**src/rtl/usb_host_tx_phy.sv**
```systemverilog
// Full-speed USB host line transmitter: byte stream in, NRZI + bit-stuffed D+/D- out,
// each packet framed with SYNC and a 2-bit SE0 + 1-bit J end-of-packet.
module usb_host_tx_phy #(
  parameter int unsigned CLKS_PER_BIT = 4
) (
  input  logic       clk48_host,
  input  logic       reset,
  input  logic [7:0] tx_data,
  input  logic       tx_valid,
  input  logic       tx_last,
  output logic       tx_ready,
  output logic       usb_d_p_o,
  output logic       usb_d_n_o,
  output logic       usb_oe,
  output logic       busy,
  output logic       underrun
);

  localparam int unsigned PW = (CLKS_PER_BIT > 2) ? $clog2(CLKS_PER_BIT) : 1;
  localparam logic [PW-1:0] PhaseMax = PW'(CLKS_PER_BIT - 1);

  typedef enum logic [2:0] {StIdle, StSync, StData, StEopSe0, StEopJ} state_t;

  state_t        r_state, w_state;
  logic [PW-1:0] r_phase, w_phase;
  logic [2:0]    r_bitcnt, w_bitcnt;
  logic [7:0]    r_shift, w_shift;
  logic [2:0]    r_ones, w_ones;
  logic          r_last, w_last;
  logic          r_fin, w_fin;
  logic          r_stuff, w_stuff;
  logic          r_j, w_j;

  logic w_bit_end, w_req, w_emit, w_ebit, w_to_eop;

  assign w_bit_end = (r_phase == PhaseMax);
  // Byte-request cycle: last clock of data bit 7 of a byte that is not the final one.
  assign w_req = (r_state == StData) && w_bit_end && !r_stuff && (r_bitcnt == 3'd7) && !r_last;

  assign tx_ready  = !reset && ((r_state == StIdle) || w_req);
  assign underrun  = w_req && !tx_valid;
  assign busy      = (r_state != StIdle);
  assign usb_oe    = busy;
  assign usb_d_p_o = (r_state != StEopSe0) && r_j;
  assign usb_d_n_o = (r_state != StEopSe0) && !r_j;

  always_comb begin
    w_state  = r_state;
    w_phase  = w_bit_end ? '0 : r_phase + PW'(1);
    w_bitcnt = r_bitcnt;
    w_shift  = r_shift;
    w_ones   = r_ones;
    w_last   = r_last;
    w_fin    = r_fin;
    w_stuff  = r_stuff;
    w_j      = r_j;
    w_emit   = 1'b0;
    w_ebit   = 1'b0;
    w_to_eop = 1'b0;

    unique case (r_state)
      StIdle: begin
        w_phase = '0;
        if (tx_valid) begin
          w_state  = StSync;
          w_shift  = tx_data;
          w_last   = tx_last;
          w_fin    = 1'b0;
          w_stuff  = 1'b0;
          w_bitcnt = '0;
          w_emit   = 1'b1;
        end
      end
      StSync: begin
        if (w_bit_end) begin
          w_emit = 1'b1;
          if (r_bitcnt == 3'd7) begin
            w_state  = StData;
            w_bitcnt = '0;
            w_ebit   = r_shift[0];
          end else begin
            w_bitcnt = r_bitcnt + 3'd1;
            w_ebit   = (r_bitcnt == 3'd6);
          end
        end
      end
      StData: begin
        if (w_bit_end) begin
          if (r_stuff) begin
            w_stuff = 1'b0;
            if (r_fin) begin
              w_to_eop = 1'b1;
            end else begin
              w_emit = 1'b1;
              w_ebit = r_shift[0];
            end
          end else begin
            if (r_bitcnt != 3'd7) begin
              w_shift  = r_shift >> 1;
              w_bitcnt = r_bitcnt + 3'd1;
              w_emit   = 1'b1;
              w_ebit   = r_shift[1];
            end else if (!r_last && tx_valid) begin
              w_shift  = tx_data;
              w_last   = tx_last;
              w_bitcnt = '0;
              w_emit   = 1'b1;
              w_ebit   = tx_data[0];
            end else if (r_ones == 3'd6) begin
              w_fin = 1'b1;
            end else begin
              w_to_eop = 1'b1;
            end
            // Six ones in a row: the next period is a stuffed 0, the data bit waits.
            if (r_ones == 3'd6) begin
              w_emit  = 1'b1;
              w_ebit  = 1'b0;
              w_stuff = 1'b1;
            end
          end
        end
      end
      StEopSe0: begin
        if (w_bit_end) begin
          if (r_bitcnt == 3'd1) begin
            w_state = StEopJ;
            w_j     = 1'b1;
          end else begin
            w_bitcnt = r_bitcnt + 3'd1;
          end
        end
      end
      StEopJ: begin
        if (w_bit_end) begin
          w_state = StIdle;
          w_j     = 1'b1;
        end
      end
      default: w_state = StIdle;
    endcase

    if (w_to_eop) begin
      w_state  = StEopSe0;
      w_bitcnt = '0;
    end

    if (w_emit) begin
      if (w_ebit) begin
        w_ones = r_ones + 3'd1;
      end else begin
        w_j    = !r_j;
        w_ones = '0;
      end
    end
  end

  always_ff @(posedge clk48_host or posedge reset) begin
    if (reset) begin
      r_state  <= StIdle;
      r_phase  <= '0;
      r_bitcnt <= '0;
      r_shift  <= '0;
      r_ones   <= '0;
      r_last   <= 1'b0;
      r_fin    <= 1'b0;
      r_stuff  <= 1'b0;
      r_j      <= 1'b1;
    end else begin
      r_state  <= w_state;
      r_phase  <= w_phase;
      r_bitcnt <= w_bitcnt;
      r_shift  <= w_shift;
      r_ones   <= w_ones;
      r_last   <= w_last;
      r_fin    <= w_fin;
      r_stuff  <= w_stuff;
      r_j      <= w_j;
    end
  end

endmodule
```
**config.mk**
```make
export PLATFORM = sky130hd
export DESIGN_NAME = usb_host_tx_phy
export DESIGN_NICKNAME = d
export VERILOG_FILES = /design/src/rtl/usb_host_tx_phy.sv
export SDC_FILE = /design/constraint.sdc
export NUM_CORES = 1
export LEC_CHECK = 0
export ABC_AREA = 1
export BUFFER_PORTS_ARGS = -buffer_cell sky130_fd_sc_hd__buf_2
export CORE_UTILIZATION = 50
export CTS_CLUSTER_DIAMETER = 60
export DETAILED_ROUTE_END_ITERATION = 10
export PLACE_DENSITY_LB_ADDON = 0.12
export SYNTH_ARGS = -nofsm -noshare
export SYNTH_HDL_FRONTEND = slang
export SYNTH_SLANG_ARGS = --single-unit
```
**constraint.sdc**
```tcl
create_clock -name clk48_host -period 2.1 [get_ports clk48_host]
set_input_delay 0.42 -clock clk48_host [delete_from_list [all_inputs] [get_ports clk48_host]]
set_output_delay 0.42 -clock clk48_host [all_outputs]
set_load 0.02 [all_outputs]
```
Word-level counts from Yosys, hierarchy flattened
Index checks and enable logic that the tools add are counted.
W data, S select, Z words.
- bits in read-only memories: 0
- word-level logic and storage cells: 143
- latch bits: 0
- RAM bits: 0
- bits of input ports: 12
- output and inout port bits: 6
- register bits: 23
- memories kept: 0
- multiplexer cells: 76
- divide/modulo/power cells: 0
- add/subtract/negate cells: 3
- shifts and indexed selects: 0
- bitwise operators: 0
- reductions and logical operators: 25
- order comparisons: 0
- multiply operators: 0
- equality and inequality tests: 30
- operators by type and width (operator ; count):
    $mux W3 ; 18
    $mux W1 ; 42
    $mux W8 ; 5
    $ne A3 B3 Y1 const B ; 10
    $pmux W8 S2 ; 1
    $pmux W3 S5 ; 1
    $reduce_and A7 Y1 ; 2
    $eq A3 B3 Y1 const B ; 4
    $ne A2 B2 Y1 const B ; 6
    $pmux W3 S4 ; 1
    $pmux W1 S2 ; 5
    $logic_and A1 B1 Y1 ; 9
    $reduce_and A8 Y1 ; 1
    $add A3 B1 Y3 const B ; 2
    $eq A3 B1 Y1 const B ; 2
    $eq A3 B2 Y1 const B ; 2
    $reduce_and A6 Y1 ; 1
    $logic_not A1 Y1 ; 5
    $reduce_and A5 Y1 ; 1
    $reduce_bool A5 Y1 ; 1
    $mux W2 ; 2
    $ne A2 B1 Y1 const B ; 2
    $ne A4 B2 Y1 const B ; 1
    $logic_not A3 Y1 ; 1
    9 further kinds ; 9

Logic depth before layout (Yosys ltp)
- word-level depth: 10
- mapped depth: 11
- mapped depth without buffers: 11

Least setup slack after synthesis
OpenSTA, ideal clock, no wires.
- path type: register to output
- start point: register r_state[2]
- end point: output port tx_ready
- slack: 0.346 ns
- arrival time: 1.334 ns
- path buffers: 0
- required time: 1.680 ns
- stages on the path, launching flop included: 8
- cell sequence: dfrtp_1 -> inv_2 -> nand2_2 -> nor2_1 -> nand2_1 -> nor2_1 -> nand3_1 -> a21oi_1
- word-level cells in the longest chain between the ends: 7
- elaborated cells on any way between the ends: 8
- those cells by class: 1 x eq/ne; 7 x reduce/logical
- ends and longest elaborated chain (what ; RTL line ; text):
    start, declared ; 24 ; state_t r_state, w_state;
    start signal, assigned ; 159 ; r_state <= StIdle;
    start signal, assigned ; 169 ; r_state <= w_state;
    $eq A3 B2 Y1 ; 38 ; assign w_req = (r_state == StData) && w_bit_end && !r_stuff && (r_bitcnt == 3'd7) && !r_last;
    $logic_and A1 B1 Y1 (4 in a row) ; 38 ;
    $logic_or A1 B1 Y1 * ; 40 ; assign tx_ready = !reset && ((r_state == StIdle) || w_req);
    $logic_and A1 B1 Y1 * ; 40 ;
    end, declared ; 11 ; output logic tx_ready,
Every way passes the cells marked *; elsewhere a longest branch is shown, timed or not.

Final worst setup path
- start point: register r_state[2]
- end point: output port underrun
- word-level cells in the longest chain between the ends: 6
- ends and longest elaborated chain (what ; RTL line ; text):
    $eq A3 B2 Y1 ; 38 ;
    $logic_and A1 B1 Y1 (4 in a row) ; 38 ;
    $logic_and A1 B1 Y1 ; 41 ; assign underrun = w_req && !tx_valid;
    end, declared ; 16 ; output logic underrun
Every way passes these cells.

==> reports/qor.tcl <==
set qor(run_status) {complete, no violations}
set qor(vias) 1544
set qor(clkLatencyLatePin_ns) 0.32
set qor(maxCapViolCount) 0
set qor(die_area_sq_um) 3430
set qor(core_region_area_sq_um) 3050
set qor(sequential_to_total_area_share_from_yosys_stat) 0.360
set qor(die_height_um) 58.6
set qor(cts_sinks) 23
set qor(setup_slack_ns) 0.0811
set qor(die-width_um) 58.6
set qor(cp-end-kind) {output port}
set qor(fin_total_pwr_w) 0.00237
set qor(criticalPathCategory) {register to output port}
set qor(clock-skew-final_ns) 0.00510
set qor(final_min_period_over_clock_period) 0.961
set qor(hold_path_class) {input port to asynchronous set/reset pin}
set qor(boundaryPins) 18
set qor(diodes) 0
set qor(power.net_switching_w) 0.00122
set qor(timing.max_slew.rel_slack) 0.790
set qor(crit_path_max_fanout) 4
set qor(drive_above_1_share) 0.180
set qor(power.density_nw_per_um2) 1300
set qor(fmax_mhz) 495
set qor(p_seq_frac) 0.312
set qor(post_drt_via_cell_ratio) 4.96
set qor(startpoint_of_the_worst_setup_timing_path) {r_state[2]}
set qor(drt-total-wl_mm) 3.61
set qor(worstPathArrival_ns) 1.60
set qor(grt_max_degree) 24
set qor(final_net_count) 288
set qor(critical_path.reg2reg.startpoint) {r_ones[0]}
set qor(peakVddDrop_mv) 0.682
set qor(yosysWarnings) 0
set qor(overflow) 0
set qor(drt-met1-wl_mm) 1.77
set qor(critical_path_required_ns) 1.68
set qor(fillers) 305
set qor(met3RoutedLength_um) 126
set qor(wl_per_cell_um) 11.6
set qor(post_synth_num_cell_types) 26
set qor(via_count_of_the_first_global_routing_pass) 1373
set qor(crit-reg2reg-capture) {r_state[0]}
set qor(sum_of_net_half_perimeters_after_detailed_placement_mm) 2.61
set qor(ff2ff_path_depth) 10
set qor(ant_nets) 0
set qor(post-synth-top-area-fraction) 0.344
set qor(drt_first_pass_iters) 5
set qor(areaGrowthSynthToFinish_pct) 13.6
set qor(int_pwr_w) 0.00115
set qor(clockBufferDepth) 2
set qor(clock_buffer_count_from_cts) 3
set qor(yosys-top-cells-area) {sky130_fd_sc_hd__dfrtp_1 (34%), sky130_fd_sc_hd__nand2_1 (22%), sky130_fd_sc_hd__nand3_1 (8.4%)}
set qor(cts-hold-fix-buffers) 0
set qor(grt_first_pass_wirelength_mm) 6.01
set qor(critPathLaunchType) {register}
set qor(synthesis.area_sq_um) 1600
set qor(synthesis.area_per_instance_sq_um) 6.56
set qor(stdcell_area_sq_um) 1820
set qor(tritoncts) {done}
set qor(synthCells) 244
set qor(ys_ff_latch) 23
set qor(p_leak_nw) 1.03
set qor(top_library_cells_by_usage_in_the_layout_fill_and_taps_aside) {sky130_fd_sc_hd__nand2_1 (93), sky130_fd_sc_hd__nand3_1 (26), sky130_fd_sc_hd__inv_1 (24), sky130_fd_sc_hd__nor2_1 (24), sky130_fd_sc_hd__dfrtp_1 (20)}
set qor(clkSlewWorstSetupHoldPaths_ns) 0.14
set qor(post-place-ws_ns) 0.319
set qor(drcViolationCount) 0
set qor(number_of_antenna_violations_at_the_first_check_in_global_routing) 0
set qor(mostFrequentLayoutCell) {sky130_fd_sc_hd__nand2_1}
set qor(period_needed_ns) 2.02
set qor(floorplan.initialDensity) 0.524
set qor(htree_levels) 1
set qor(accumulated_negative_setup_slack_ns) 0
set qor(timing.final.setup_violations) 0
set qor(clockPowerShare) 0.093
set qor(grt.total_usage) 0.229
set qor(place.port_buffers) 17
set qor(synthesis.nets) 264
set qor(r2r_setup_slack_ns) 0.38
set qor(route.met2.wl_mm) 1.70
set qor(timing_max_transition_violations_final) 0
set qor(setup.worst_path.end) {underrun}
set qor(highest_layer) {met4}
set qor(drt_iter0_drc) 91
set qor(worst_slew_pin_slew_ns) 0.314
set qor(finalWeightedCongestion) 0.938
set qor(placement.cell_area_sq_um) 1740
set qor(power.share.switching) 0.515
set qor(cts.root.buffer_cell) {sky130_fd_sc_hd__clkbuf_4}
set qor(finalHoldViolations) 0
set qor(rows) 20
set qor(biggest_area_consumer_among_synthesized_cells) {sky130_fd_sc_hd__dfrtp_1}
set qor(combinationalPowerShare) 0.595
## metrics by stage
step | cells | hold slack (ns) | utilization
after CTS | 309 | 0.123 | 0.583
final | 311 | 0.128 | 0.595
after global routing | 311 | 0.156 | 0.595
after detailed placement | 304 | 0.432 | 0.570
after floorplan | 244 | 0.415 | -
after global placement | 304 | 0.423 | 0.570
## cells in the mapped netlist, drive strengths merged
| cell type | number |
|---|---|
| o21ai | 16 |
| nor3 | 2 |
| a22o | 1 |
| a21oi | 2 |
| ha | 8 |
| a31oi | 1 |
| nand2 | 97 |
| dfrtp | 22 |
| clkbuf | 1 |
| buf | 3 |
| o211ai | 1 |
| inv | 28 |
| xor2 | 1 |
| dfstp | 1 |
| nand3 | 27 |
| nor2 | 29 |
| nand4 | 3 |
| nand3b | 1 |
## how the worst min path moves through the flow
stage               slack (ns)  depth (start not counted)         end  startpoint
finish                    0.13                          3   r_ones[2]       reset
global route              0.16                          3   r_ones[2]       reset
CTS                       0.12                          3  r_phase[1]       reset
detailed placement        0.43                          1  r_phase[0]  r_phase[0]
global placement          0.42                          1  r_phase[0]  r_phase[0]
floorplan                 0.41                          1  r_phase[0]  r_phase[0]
## registers in the layout (all words and copies together), names as in the netlist
signal	cells
r_bitcnt	3
r_phase	2
r_fin	1
r_shift	8
r_ones	3
r_state	3
r_stuff	1
r_last	1
r_j	1
## kinds of logic after synthesis
family                   synth area share
AND/OR/NAND/NOR                     0.418
flip-flops                          0.360
adder cells (fa/ha/maj)            0.0626
buffers and inverters              0.0805
XOR/XNOR                          0.00547
AO/OA/AOI/OAI                      0.0727
## layout make-up
class	instances	area, sq um	area share
well taps	44	55.1	0.0303
clock buffers	3	22.5	0.0124
inverters	28	105	0.0578
multi-input cells	189	916	0.504
flip-flops and latches	23	579	0.319
clock inverters	1	5.00	0.00275
repair buffers	23	135	0.0743
## power groups by stage
| stage | Combinational, W | Sequential [W] | Clock [W] |
|---|---|---|---|
| after floorplan | 0.00109 | 0.000716 | 0 |
| after global placement | 0.00135 | 0.000747 | 0 |
| after detailed placement | 0.00135 | 0.000746 | 0 |
| after CTS | 0.00138 | 0.000732 | 0.000229 |
| after global routing | 0.00160 | 0.000760 | 0.000250 |
| final | 0.00141 | 0.000740 | 0.000221 |
## repair_timing
| action | in CTS | in global routing |
|---|---|---|
| endpoints found under the setup margin | 2 | 2 |
| buffers inserted | 1 | 2 |
| gates resized for setup | 2 | 9 |
## layer usage
layer / global-route usage / up-vias
li1: - / 817
met1: 0.327 / 695
met2: 0.366 / 30
met3: 0.0220 / 2
met4: 0.0782 / 0
met5: 0 / -
## worst max-delay path, stage by stage, from the launching register on
cell and delay [ns]:
sky130_fd_sc_hd__dfrtp_1 0.41, sky130_fd_sc_hd__inv_2 0.09, sky130_fd_sc_hd__nand2_2 0.07, sky130_fd_sc_hd__nor2_2 0.12
sky130_fd_sc_hd__nand2_2 0.10, sky130_fd_sc_hd__nor2_2 0.11, sky130_fd_sc_hd__nand3_2 0.10, sky130_fd_sc_hd__nor2_1 0.13
sky130_fd_sc_hd__buf_4 0.16
Power figures use the tool's default switching activity.
